===== config.mk =====
export PLATFORM = sky130hd
export DESIGN_NAME = rv_muldiv
export DESIGN_NICKNAME = d
export VERILOG_FILES = /design/src/rtl/rv_pkg.sv /design/src/rtl/rv_md_step.sv /design/src/rtl/rv_muldiv.sv
export SDC_FILE = /design/constraint.sdc
export NUM_CORES = 1
export LEC_CHECK = 0
export CAP_MARGIN = 20
export CORE_MARGIN = 2
export CORE_UTILIZATION = 39
export DETAILED_ROUTE_END_ITERATION = 10
export SLEW_MARGIN = 40
export SYNTH_ARGS = -nofsm -noshare
export SYNTH_HDL_FRONTEND = slang
export SYNTH_HIERARCHICAL = 1
export SYNTH_SLANG_ARGS = --single-unit

===== constraint.sdc =====
create_clock -name i_clk -period 6.8 [get_ports i_clk]
set_input_delay 1.02 -clock i_clk [delete_from_list [all_inputs] [get_ports i_clk]]
set_output_delay 1.02 -clock i_clk [all_outputs]
set_load 0.02 [all_outputs]

===== src/rtl/rv_pkg.sv =====
// rtl/rv_pkg.sv - shared encodings for the ALU and the multiply/divide unit
package rv_pkg;

    typedef enum logic [3:0] {
        ALU_ADD  = 4'd0,
        ALU_SUB  = 4'd1,
        ALU_SLL  = 4'd2,
        ALU_SLT  = 4'd3,
        ALU_SLTU = 4'd4,
        ALU_XOR  = 4'd5,
        ALU_SRL  = 4'd6,
        ALU_SRA  = 4'd7,
        ALU_OR   = 4'd8,
        ALU_AND  = 4'd9
    } alu_op_e;

    typedef enum logic [2:0] {
        MD_MUL    = 3'd0,
        MD_MULH   = 3'd1,
        MD_MULHSU = 3'd2,
        MD_MULHU  = 3'd3,
        MD_DIV    = 3'd4,
        MD_DIVU   = 3'd5,
        MD_REM    = 3'd6,
        MD_REMU   = 3'd7
    } md_op_e;

    typedef enum logic [1:0] {
        MD_IDLE = 2'd0,
        MD_CALC = 2'd1,
        MD_FIX  = 2'd2,
        MD_DONE = 2'd3
    } md_state_e;

    function automatic logic md_is_div(input md_op_e op);
        return op[2];
    endfunction

    function automatic logic md_a_signed(input md_op_e op);
        return (op == MD_MULH) || (op == MD_MULHSU) || (op == MD_DIV) || (op == MD_REM);
    endfunction

    function automatic logic md_b_signed(input md_op_e op);
        return (op == MD_MULH) || (op == MD_DIV) || (op == MD_REM);
    endfunction

endpackage


===== src/rtl/rv_md_step.sv =====
// rtl/rv_md_step.sv - one radix-2 shift-add / restoring shift-subtract step
module rv_md_step #(
    parameter int XLEN = 32
) (
    input  logic              is_div,
    input  logic [2*XLEN-1:0] acc,
    input  logic [XLEN-1:0]   operand,
    output logic [2*XLEN-1:0] acc_next
);

    logic [XLEN:0] sum;
    logic [XLEN:0] rem_ext;
    logic [XLEN:0] diff;

    // Multiply: acc = {partial product, remaining multiplier bits}, shifted right.
    // Divide:   acc = {partial remainder, remaining dividend / quotient bits}, shifted left.
    always_comb begin
        sum      = '0;
        rem_ext  = '0;
        diff     = '0;
        acc_next = acc;
        if (!is_div) begin
            sum      = {1'b0, acc[2*XLEN-1:XLEN]} + (acc[0] ? {1'b0, operand} : '0);
            acc_next = {sum, acc[XLEN-1:1]};
        end else begin
            rem_ext = acc[2*XLEN-1:XLEN-1];
            diff    = rem_ext - {1'b0, operand};
            if (!diff[XLEN])
                acc_next = {diff[XLEN-1:0], acc[XLEN-2:0], 1'b1};
            else
                acc_next = {rem_ext[XLEN-1:0], acc[XLEN-2:0], 1'b0};
        end
    end

endmodule


===== src/rtl/rv_muldiv.sv =====
// rtl/rv_muldiv.sv - iterative RISC-V M-extension multiply/divide unit
module rv_muldiv
    import rv_pkg::*;
#(
    parameter int XLEN = 32
) (
    input  logic            i_clk,
    input  logic            i_reset,
    input  logic            i_valid,
    output logic            o_ready,
    input  logic [2:0]      i_op,
    input  logic [XLEN-1:0] i_src_a,
    input  logic [XLEN-1:0] i_src_b,
    input  logic            i_flush,
    output logic            o_valid,
    input  logic            i_ready,
    output logic [XLEN-1:0] o_result,
    output logic            o_busy
);

    localparam int CW = $clog2(XLEN + 1);
    localparam logic [XLEN-1:0] MOST_NEG = {1'b1, {(XLEN-1){1'b0}}};

    md_state_e         state;
    md_op_e            op_q;
    logic [CW-1:0]     count;
    logic [2*XLEN-1:0] acc;
    logic [XLEN-1:0]   opnd;
    logic              neg_a;
    logic              neg_b;
    logic [XLEN-1:0]   result_q;

    md_op_e            in_op;
    logic              in_neg_a;
    logic              in_neg_b;
    logic [XLEN-1:0]   mag_a;
    logic [XLEN-1:0]   mag_b;
    logic              div_zero;
    logic              div_ovf;
    logic [2*XLEN-1:0] acc_next;
    logic [2*XLEN-1:0] prod_fix;
    logic [XLEN-1:0]   quo_fix;
    logic [XLEN-1:0]   rem_fix;
    logic [XLEN-1:0]   fix_result;

    assign in_op    = md_op_e'(i_op);
    assign in_neg_a = md_a_signed(in_op) & i_src_a[XLEN-1];
    assign in_neg_b = md_b_signed(in_op) & i_src_b[XLEN-1];
    assign mag_a    = in_neg_a ? -i_src_a : i_src_a;
    assign mag_b    = in_neg_b ? -i_src_b : i_src_b;
    assign div_zero = md_is_div(in_op) && (i_src_b == '0);
    assign div_ovf  = ((in_op == MD_DIV) || (in_op == MD_REM)) &&
                      (i_src_a == MOST_NEG) && (i_src_b == '1);

    rv_md_step #(.XLEN(XLEN)) u_step (
        .is_div   (md_is_div(op_q)),
        .acc      (acc),
        .operand  (opnd),
        .acc_next (acc_next)
    );

    always_comb begin
        prod_fix   = (neg_a ^ neg_b) ? -acc : acc;
        quo_fix    = (neg_a ^ neg_b) ? -acc[XLEN-1:0] : acc[XLEN-1:0];
        rem_fix    = neg_a ? -acc[2*XLEN-1:XLEN] : acc[2*XLEN-1:XLEN];
        fix_result = '0;
        case (op_q)
            MD_MUL:                        fix_result = prod_fix[XLEN-1:0];
            MD_MULH, MD_MULHSU, MD_MULHU:  fix_result = prod_fix[2*XLEN-1:XLEN];
            MD_DIV, MD_DIVU:               fix_result = quo_fix;
            default:                       fix_result = rem_fix;
        endcase
    end

    // Divide-by-zero and signed overflow preload acc with the final
    // {remainder, quotient} and clear the sign flags, so FIX passes them through.
    always_ff @(posedge i_clk) begin
        if (i_reset) begin
            state    <= MD_IDLE;
            op_q     <= MD_MUL;
            count    <= '0;
            acc      <= '0;
            opnd     <= '0;
            neg_a    <= 1'b0;
            neg_b    <= 1'b0;
            result_q <= '0;
        end else if (i_flush) begin
            state <= MD_IDLE;
            count <= '0;
        end else begin
            case (state)
                MD_IDLE: begin
                    if (i_valid) begin
                        op_q <= in_op;
                        if (div_zero) begin
                            acc   <= {i_src_a, {XLEN{1'b1}}};
                            neg_a <= 1'b0;
                            neg_b <= 1'b0;
                            state <= MD_FIX;
                        end else if (div_ovf) begin
                            acc   <= {{XLEN{1'b0}}, i_src_a};
                            neg_a <= 1'b0;
                            neg_b <= 1'b0;
                            state <= MD_FIX;
                        end else begin
                            neg_a <= in_neg_a;
                            neg_b <= in_neg_b;
                            count <= CW'(XLEN);
                            state <= MD_CALC;
                            if (md_is_div(in_op)) begin
                                acc  <= {{XLEN{1'b0}}, mag_a};
                                opnd <= mag_b;
                            end else begin
                                acc  <= {{XLEN{1'b0}}, mag_b};
                                opnd <= mag_a;
                            end
                        end
                    end
                end
                MD_CALC: begin
                    acc   <= acc_next;
                    count <= count - 1'b1;
                    if (count == CW'(1))
                        state <= MD_FIX;
                end
                MD_FIX: begin
                    result_q <= fix_result;
                    state    <= MD_DONE;
                end
                MD_DONE: begin
                    if (i_ready)
                        state <= MD_IDLE;
                end
                default: state <= MD_IDLE;
            endcase
        end
    end

    assign o_ready  = (state == MD_IDLE);
    assign o_valid  = (state == MD_DONE);
    assign o_busy   = (state != MD_IDLE);
    assign o_result = result_q;

endmodule


==> load_flow_metrics.sql, run 1 <==
INSERT INTO impl_metrics (metric_group, metric, value, unit) VALUES
('status', 'run_status', 'finished, final reports clean', ''),
('power_and_ir_drop', 'worst_ir_drop_vdd', '0.0002237', 'V'),
('layout', 'number_of_inserted_diodes', '0', ''),
('layout', 'finalInstanceArea', '0.01788', 'mm2'),
('sta', 'period_minus_slack', '4501', 'ps'),
('drt', 'drc', '0', ''),
('drt', 'drt_pre_antenna_iters', '6', ''),
('power_and_ir_drop', 'pwr-share-clk', '0.333', ''),
('worst_hold_path', 'min-delay-path-class', 'flip-flop to flip-flop', ''),
('sta', 'final.setup.tns', '0', 'ps'),
('worst_setup_path', 'r2r_cells', '16', ''),
('grt', 'grt_usage', '0.2959', ''),
('die', 'dieArea', '0.04260', 'mm2'),
('worst_setup_path', 'critical_path_depth', '16', ''),
('yosys', 'top_cells_by_instance_count_after_synthesis', 'sky130_fd_sc_hd__nor2_1 (201), sky130_fd_sc_hd__a21oi_1 (191), sky130_fd_sc_hd__nand2_1 (190), sky130_fd_sc_hd__dfxtp_1 (141), sky130_fd_sc_hd__o21ai_0 (133)', ''),
('cts', 'cts.hold.buffers_added', '0', ''),
('die', 'core.rowCount', '74', ''),
('cts', 'worst_skew_pair.late_latency', '470', 'ps'),
('drt', 'detail_route.iter0.violations', '2156', ''),
('worst_setup_path', 'cp_cell_sequence', 'inv_1, ha_1, fa_1, nand2b_1, a21oi_1, o21ai_1, a21oi_1, o21ai_1, nand3_2, a21o_1, nand2_1, a311oi_1, mux2i_1, nor3_1, a21oi_1, nor2_1', ''),
('die', 'floorplan.core_area', '0.04065', 'mm2'),
('sta', 'setup-violations-final', '0', ''),
('sta', 'max_clock_freq', '222.2', 'MHz'),
('worst_setup_path', 'timing.critical_path.required', '7190', 'ps'),
('power_and_ir_drop', 'powerDensity', '164.4', 'mW/mm2'),
('sta', 'finClkSkew', '16.80', 'ps'),
('drt', 'vias', '17630', ''),
('cts', 'numCtsBuffers', '17', ''),
('worst_setup_path', 'path_buf_inv', '1', ''),
('yosys', 'synth_edf_count', '0', ''),
('layout', 'final_net_count', '2361', ''),
('die', 'die_w', '206.4', 'um'),
('worst_setup_path', 'crit-reg2reg-capture', 'acc[33]$_SDFFE_PP0P_', ''),
('grt', 'largest_net_degree_at_the_start_of_global_routing', '82', ''),
('cts', 'clock_path_buffers', '2', ''),
('power_and_ir_drop', 'fin_total_pwr', '2940', 'uW'),
('power_and_ir_drop', 'internal_power', '1775', 'uW'),
('job', 'max_cap_violations', '0', ''),
('cts', 'ctsRootBufferMaster', 'sky130_fd_sc_hd__clkbuf_16', ''),
('placed_design', 'cell_area_after_placement', '0.01724', 'mm2'),
('die', 'io_pins', '107', ''),
('drt', 'routed_via_density', '6.393', ''),
('sta', 'drv_slew', '0', ''),
('worst_setup_path', 'crit_top_cell', 'sky130_fd_sc_hd__a21oi_1', ''),
('worst_setup_path', 'slowest_stage', 'sky130_fd_sc_hd__a21o_1', ''),
('yosys', 'yosysMostFrequentCell', 'sky130_fd_sc_hd__nor2_1', ''),
('yosys', 'synth_flop_cell', 'sky130_fd_sc_hd__dfxtp_1', ''),
('worst_setup_path', 'reg2reg_setup_slack', '2300', 'ps'),
('placed_design', 'dp.final_hpwl', '47540', 'um'),
('sta', 'rsz0062_at_grt', 'no', ''),
('sta', 'max-slew-margin-rel', '0.4096', ''),
('power_and_ir_drop', 'power.share.switching', '0.3964', ''),
('yosys', 'synth_top_area_frac', '0.1767', ''),
('worst_setup_path', 'end_kind', 'flip-flop', ''),
('cts', 'cts_tree', 'yes', ''),
('grt', 'first_global_vias', '16300', ''),
('worst_setup_path', 'startpoint_types', 'flip-flop', ''),
('yosys', 'syn_area', '0.01598', 'mm2'),
('grt', 'wire_length_of_the_first_global_routing_pass', '96520', 'um'),
('layout', 'area_delta_synth_final', '11.92', '%'),
('yosys', 'synth_area_leader_cell', 'sky130_fd_sc_hd__dfxtp_1', ''),
('yosys', 'netlist_top_cells_area', 'sky130_fd_sc_hd__dfxtp_1 (18%), sky130_fd_sc_hd__a21oi_1 (6.0%), sky130_fd_sc_hd__xnor2_1 (5.9%)', ''),
('power_and_ir_drop', 'leakage_power_total', '0.006762', 'uW'),
('yosys', 'post_synth_num_cell_types', '97', ''),
('sta', 'hold_viol', '0', ''),
('placed_design', 'pre_cts_ws', '2450', 'ps'),
('worst_hold_path', 'worst_hold_path.endpoint', 'o_result[3]$_SDFFE_PP0P_', ''),
('cts', 'cts_setup_buffers', '0', ''),
('power_and_ir_drop', 'power.net_switching', '1166', 'uW'),
('die', 'floorplan.die.height', '206.4', 'um'),
('sta', 'min_period_over_period', '0.6620', '');
-- through the flow --
step | std cells | util | hold slack [ps]
2_1_floorplan | 2221 | - | 440.3
3_3_place_gp | 2723 | 0.4236 | 435.3
3_5_place_dp | 2723 | 0.4241 | 434.3
4_1_cts | 2755 | 0.4387 | 445.1
5_1_grt | 2757 | 0.4399 | 467.4
6_report | 2757 | 0.4399 | 440.0
-- layer usage --
layer	up-vias	track usage	routed length, um
li1	8182	-	-
met1	8402	0.4092	28120
met2	909	0.4375	26860
met3	133	0.05834	5669
met4	0	0.1403	3032
met5	-	0	0
-- worst reg2reg max path: stages, from the launching register on --
cell,delay [ps]
sky130_fd_sc_hd__dfxtp_1,570
sky130_fd_sc_hd__inv_1,170
sky130_fd_sc_hd__ha_1,290
sky130_fd_sc_hd__fa_1,410
sky130_fd_sc_hd__nand2b_1,180
sky130_fd_sc_hd__a21oi_1,270
sky130_fd_sc_hd__o21ai_1,200
sky130_fd_sc_hd__a21oi_1,310
sky130_fd_sc_hd__o21ai_1,140
sky130_fd_sc_hd__nand3_2,130
sky130_fd_sc_hd__a21o_1,590
sky130_fd_sc_hd__nand2_1,240
sky130_fd_sc_hd__a311oi_1,450
sky130_fd_sc_hd__mux2i_1,130
sky130_fd_sc_hd__nor3_1,160
sky130_fd_sc_hd__a21oi_1,70
sky130_fd_sc_hd__nor2_1,110
-- layout by cell type, fill, tap and decap left out, types with 77 or more instances in the layout --
master,netlist,layout
sky130_fd_sc_hd__a21oi_1,191,191
sky130_fd_sc_hd__clkdlybuf4s50_1,0,104
sky130_fd_sc_hd__dfxtp_1,141,140
sky130_fd_sc_hd__inv_1,77,77
sky130_fd_sc_hd__mux2i_1,86,86
sky130_fd_sc_hd__nand2_1,190,190
sky130_fd_sc_hd__nor2_1,201,199
sky130_fd_sc_hd__nor3_1,106,104
sky130_fd_sc_hd__o21ai_0,133,132
sky130_fd_sc_hd__xnor2_1,108,107
-- worst max path at each step --
stage | startpoint | end | slack (ps)
floorplan | acc[0]$_SDFFE_PP0P_ | acc[49]$_SDFFE_PP0P_ | 3520
global placement | i_src_a[3] | acc[11]$_SDFFE_PP0P_ | 2240
detailed placement | i_src_a[0] | count[3]$_SDFFE_PP0P_ | 2450
CTS | acc[31]$_SDFFE_PP0P_ | acc[33]$_SDFFE_PP0P_ | 2410
global route | acc[31]$_SDFFE_PP0P_ | acc[33]$_SDFFE_PP0P_ | 1980
finish | acc[31]$_SDFFE_PP0P_ | acc[33]$_SDFFE_PP0P_ | 2300
-- power groups by stage --
stage	clock, uW	combinational, uW	sequential, uW
2_1_floorplan	0	695	910
3_3_place_gp	0	985	946
3_5_place_dp	0	991	947
4_1_cts	988	997	928
5_1_grt	1020	1100	935
6_report	978	1030	931
-- sequential cells by signal (all words and copies together), names as in the netlist --
name,count
acc,64
o_result,32
opnd,32
count,6
op_q,3
state,2
neg_a,1
neg_b,1
-- area by class of cell --
class / count / area (um2) / area share
sequential: 141 / 2826 / 0.1581
clock buffer: 20 / 466.7 / 0.02610
inverter: 80 / 300.3 / 0.01679
clock inverter: 12 / 123.9 / 0.006927
tap: 532 / 665.6 / 0.03722
multi-input combinational: 1835 / 12180 / 0.6814
timing repair buffer: 137 / 1315 / 0.07354
-- kinds of logic after synthesis --
family | count (synthesis) | synth area share
adder cells (fa/ha/maj) | 77 | 0.06124
flip-flops | 141 | 0.1767
buffers and inverters | 245 | 0.06437
AND/OR/NAND/NOR | 784 | 0.2483
multiplexers | 119 | 0.07713
XOR/XNOR | 179 | 0.09812
AO/OA/AOI/OAI | 676 | 0.2742
Note: power is estimated with default switching activity, not from simulation.
==> run 2: changes to the inputs <==
==> constraint.sdc (replaced) <==
create_clock -name i_clk -period 4.2 [get_ports i_clk]
set_input_delay 0.63 -clock i_clk [delete_from_list [all_inputs] [get_ports i_clk]]
set_output_delay 0.63 -clock i_clk [all_outputs]
set_load 0.02 [all_outputs]
==> run 2 against run 1 <==
Effect of this change:
- final cell count rose by 2.6%
- register-to-register slack lost 2100 ps
- via count increased by 2.9%
- worst setup slack worse by 2100 ps
- critical path type unchanged
- flip-flop and latch count unchanged
- final area is 2.9% higher
==> load_flow_metrics.sql, run 2 (same netlist as run 1, synthesis figures left out) <==
INSERT INTO impl_metrics (metric_group, metric, value, unit) VALUES
('worst_setup_path', 'end_kind', 'flip-flop', ''),
('worst_setup_path', 'cp_cell_sequence', 'inv_1, ha_1, fa_1, nand2b_1, a21oi_1, o21ai_1, a21oi_1, o21ai_1, nand3_2, and3_4, buf_4, o211ai_1, o311ai_1, mux2i_1, nor3_1, a21oi_1, nor2_1', ''),
('sta', 'timing_worst_slew_pin_value', '872.6', 'ps'),
('die', 'die_w', '206.4', 'um'),
('power_and_ir_drop', 'power.net_switching', '1903', 'uW'),
('placed_design', 'pre_cts_ws', '280.2', 'ps'),
('drt', 'drt_pre_antenna_iters', '6', ''),
('drt', 'routed_via_density', '6.411', ''),
('cts', 'cts_num_sinks', '141', ''),
('drt', 'detail_route.iter0.violations', '2024', ''),
('worst_setup_path', 'worst_r2r_startpoint', 'acc[31]$_SDFFE_PP0P_', ''),
('layout', 'area_delta_synth_final', '15.18', '%'),
('power_and_ir_drop', 'pwr-share-clk', '0.320', ''),
('sta', 'setup-violations-final', '0', ''),
('sta', 'finClkSkew', '10.75', 'ps'),
('drt', 'routed_wirelength', '67280', 'um'),
('power_and_ir_drop', 'leakage_power_total', '0.007109', 'uW'),
('grt', 'grt_usage', '0.3099', ''),
('cts', 'ctsRootBufferMaster', 'sky130_fd_sc_hd__clkbuf_16', ''),
('power_and_ir_drop', 'part_of_the_power_in_combinational_logic', '0.371', ''),
('layout', 'seqCellArea', '0.002826', 'mm2'),
('layout', 'final_net_count', '2433', ''),
('sta', 'drv_slew', '0', ''),
('layout', 'multi_input_comb_area', '0.01218', 'mm2'),
('power_and_ir_drop', 'worst_ir_drop_vdd', '0.0002948', 'V'),
('worst_setup_path', 'critical_path_peak_fanout', '13', ''),
('drt', 'routedWlPerCell', '23.78', 'um'),
('worst_setup_path', 'slowest_stage', 'sky130_fd_sc_hd__fa_1', ''),
('layout', 'largest_register_ffs', '64', ''),
('layout', 'drive_above_1_share', '0.09926', ''),
('sta', 'min_period_over_period', '0.9409', ''),
('cts', 'cts.htree.levels', '4', ''),
('die', 'floorplan.initialDensity', '0.3931', ''),
('worst_setup_path', 'critical-path-max-stage-delay', '410', 'ps'),
('die', 'core.rowCount', '74', ''),
('worst_hold_path', 'min-delay-path-class', 'flip-flop to flip-flop', ''),
('cts', 'cts.hold.buffers_added', '0', ''),
('worst_setup_path', 'cp-startpoint', 'acc[31]$_SDFFE_PP0P_', ''),
('status', 'run_status', 'finished, final reports clean', ''),
('worst_setup_path', 'critical_path_class', 'flip-flop to flip-flop', ''),
('cts', 'numCtsBuffers', '17', ''),
('layout', 'fill_cells', '4139', ''),
('worst_setup_path', 'crit_top_cell', 'sky130_fd_sc_hd__a21oi_1', ''),
('cts', 'cts_tree', 'yes', ''),
('worst_setup_path', 'startpoint_types', 'flip-flop', ''),
('layout', 'final_common_cell', 'sky130_fd_sc_hd__nor2_1', ''),
('cts', 'worst_skew_pair.late_latency', '460', 'ps'),
('grt', 'grt_antenna_before_repair', '1', ''),
('power_and_ir_drop', 'powerDensity', '260.8', 'mW/mm2'),
('drt', 'drt.antenna.violating_nets', '0', ''),
('worst_setup_path', 'timing.critical_path.required', '4590', 'ps'),
('grt', 'largest_net_degree_at_the_start_of_global_routing', '58', ''),
('cts', 'cts_setup_buffers', '0', ''),
('sta', 'max-slew-margin-rel', '0.4161', ''),
('job', 'max_cap_violations', '0', ''),
('drt', 'drc', '0', ''),
('drt', 'vias', '18140', ''),
('sta', 'max_clock_freq', '253.0', 'MHz'),
('layout', 'final_core_util', '0.4527', ''),
('sta', 'final.setup.tns', '0', 'ps'),
('worst_setup_path', 'worst-endpoint-arrival', '4340', 'ps'),
('grt', 'wire_length_of_the_first_global_routing_pass', '100700', 'um'),
('placed_design', 'place.port_buffers', '106', ''),
('layout', 'layout_common_cells', 'sky130_fd_sc_hd__nor2_1 (200), sky130_fd_sc_hd__nand2_1 (189), sky130_fd_sc_hd__a21oi_1 (189), sky130_fd_sc_hd__dfxtp_1 (140), sky130_fd_sc_hd__o21ai_0 (132)', ''),
('worst_hold_path', 'hold_start', 'o_result[3]$_SDFFE_PP0P_', ''),
('die', 'floorplan.die.height', '206.4', 'um'),
('cts', 'worst_setup_hold_path_clk_slew', '60', 'ps'),
('grt', 'grt_remaining_overflow', '0', ''),
('placed_design', 'dp.final_hpwl', '51480', 'um'),
('placed_design', 'globalplace.congestion', '0.9808', ''),
('cts', 'clock_path_buffers', '2', ''),
('die', 'floorplan.core_area', '0.04065', 'mm2'),
('power_and_ir_drop', 'power.share.switching', '0.3964', ''),
('layout', 'number_of_inserted_diodes', '0', ''),
('sta', 'layout_setup_ws', '248.2', 'ps'),
('grt', 'first_global_vias', '16590', ''),
('sta', 'hold_viol', '0', ''),
('die', 'io_pins', '107', ''),
('sta', 'rsz0062_at_grt', 'no', ''),
('power_and_ir_drop', 'internal_power', '2897', 'uW'),
('die', 'dieArea', '0.04260', 'mm2'),
('layout', 'register_with_the_highest_flop_count', 'acc', ''),
('power_and_ir_drop', 'p_seq_frac', '0.309', ''),
('sta', 'period_minus_slack', '3952', 'ps');
==> run 2: changes by cell type in the layout (fill, tap and decap cells not counted), sizes merged <==
cell      before  now
inv           84   80
buf           33  105
clkinvlp       1    3
clkinv         6    8
==> run 2: final timing paths <==
| check | to | slack, ps | depth (start not counted) |
|---|---|---|---|
| setup / recovery | acc[32]$_SDFFE_PP0P_ | 250 | 17 |
| hold / removal | o_result[3]$_SDFFE_PP0P_ | 440 | 2 |
| setup reg to reg | acc[32]$_SDFFE_PP0P_ | 250 | 17 |
| hold reg to reg | o_result[3]$_SDFFE_PP0P_ | 440 | 2 |
==> run 2: power by group through the flow <==
stage               registers (uW)  clock network, uW  logic, uW
floorplan                     1470                  0       1120
global placement              1510                  0       1710
detailed placement            1510                  0       1720
CTS                           1480               1550       1730
global route                  1490               1610       1890
finish                        1490               1530       1780
==> run 2: metrics by stage <==
stage / hold WS (ps) / total power (uW) / std cells / instance area, um2
floorplan: 440.3 / 2598 / 2221 / 15980
CTS: 445.6 / 4760 / 2829 / 18380
global route: 465.6 / 4991 / 2829 / 18400
finish: 443.2 / 4800 / 2829 / 18400
global placement: 434.4 / 3223 / 2796 / 17790
detailed placement: 435.5 / 3232 / 2797 / 17810
==> run 2: per-layer routing <==
metal	up-vias	global-route usage	wire length (um)
met5	-	0	0
met4	0	0.1329	2948
met3	167	0.05629	6308
met2	969	0.4693	28680
met1	8685	0.4279	29340
li1	8316	-	-
==> run 2: area by class of cell <==
class / instances / area share
clock buffer: 20 / 0.02482
clock inverter: 12 / 0.006051
inverter: 80 / 0.01632
multi-input combinational: 1835 / 0.6617
sequential: 141 / 0.1536
tap: 532 / 0.03617
timing repair buffer: 209 / 0.1013
==> run 2: critical path: cells and delay by family, from the launching register on <==
family,cells,cell delay [ps]
simple gates,5,920
compound gates,7,1560
buf+inv,2,280
fa+ha+maj,2,670
flops,1,330
mux,1,110
==> run 2: repair_timing <==
| action | CTS | global route |
|---|---|---|
| hold endpoints to repair | 0 | 0 |
| gates resized for setup | 0 | 3 |
| endpoints found under the setup margin | 0 | 3 |
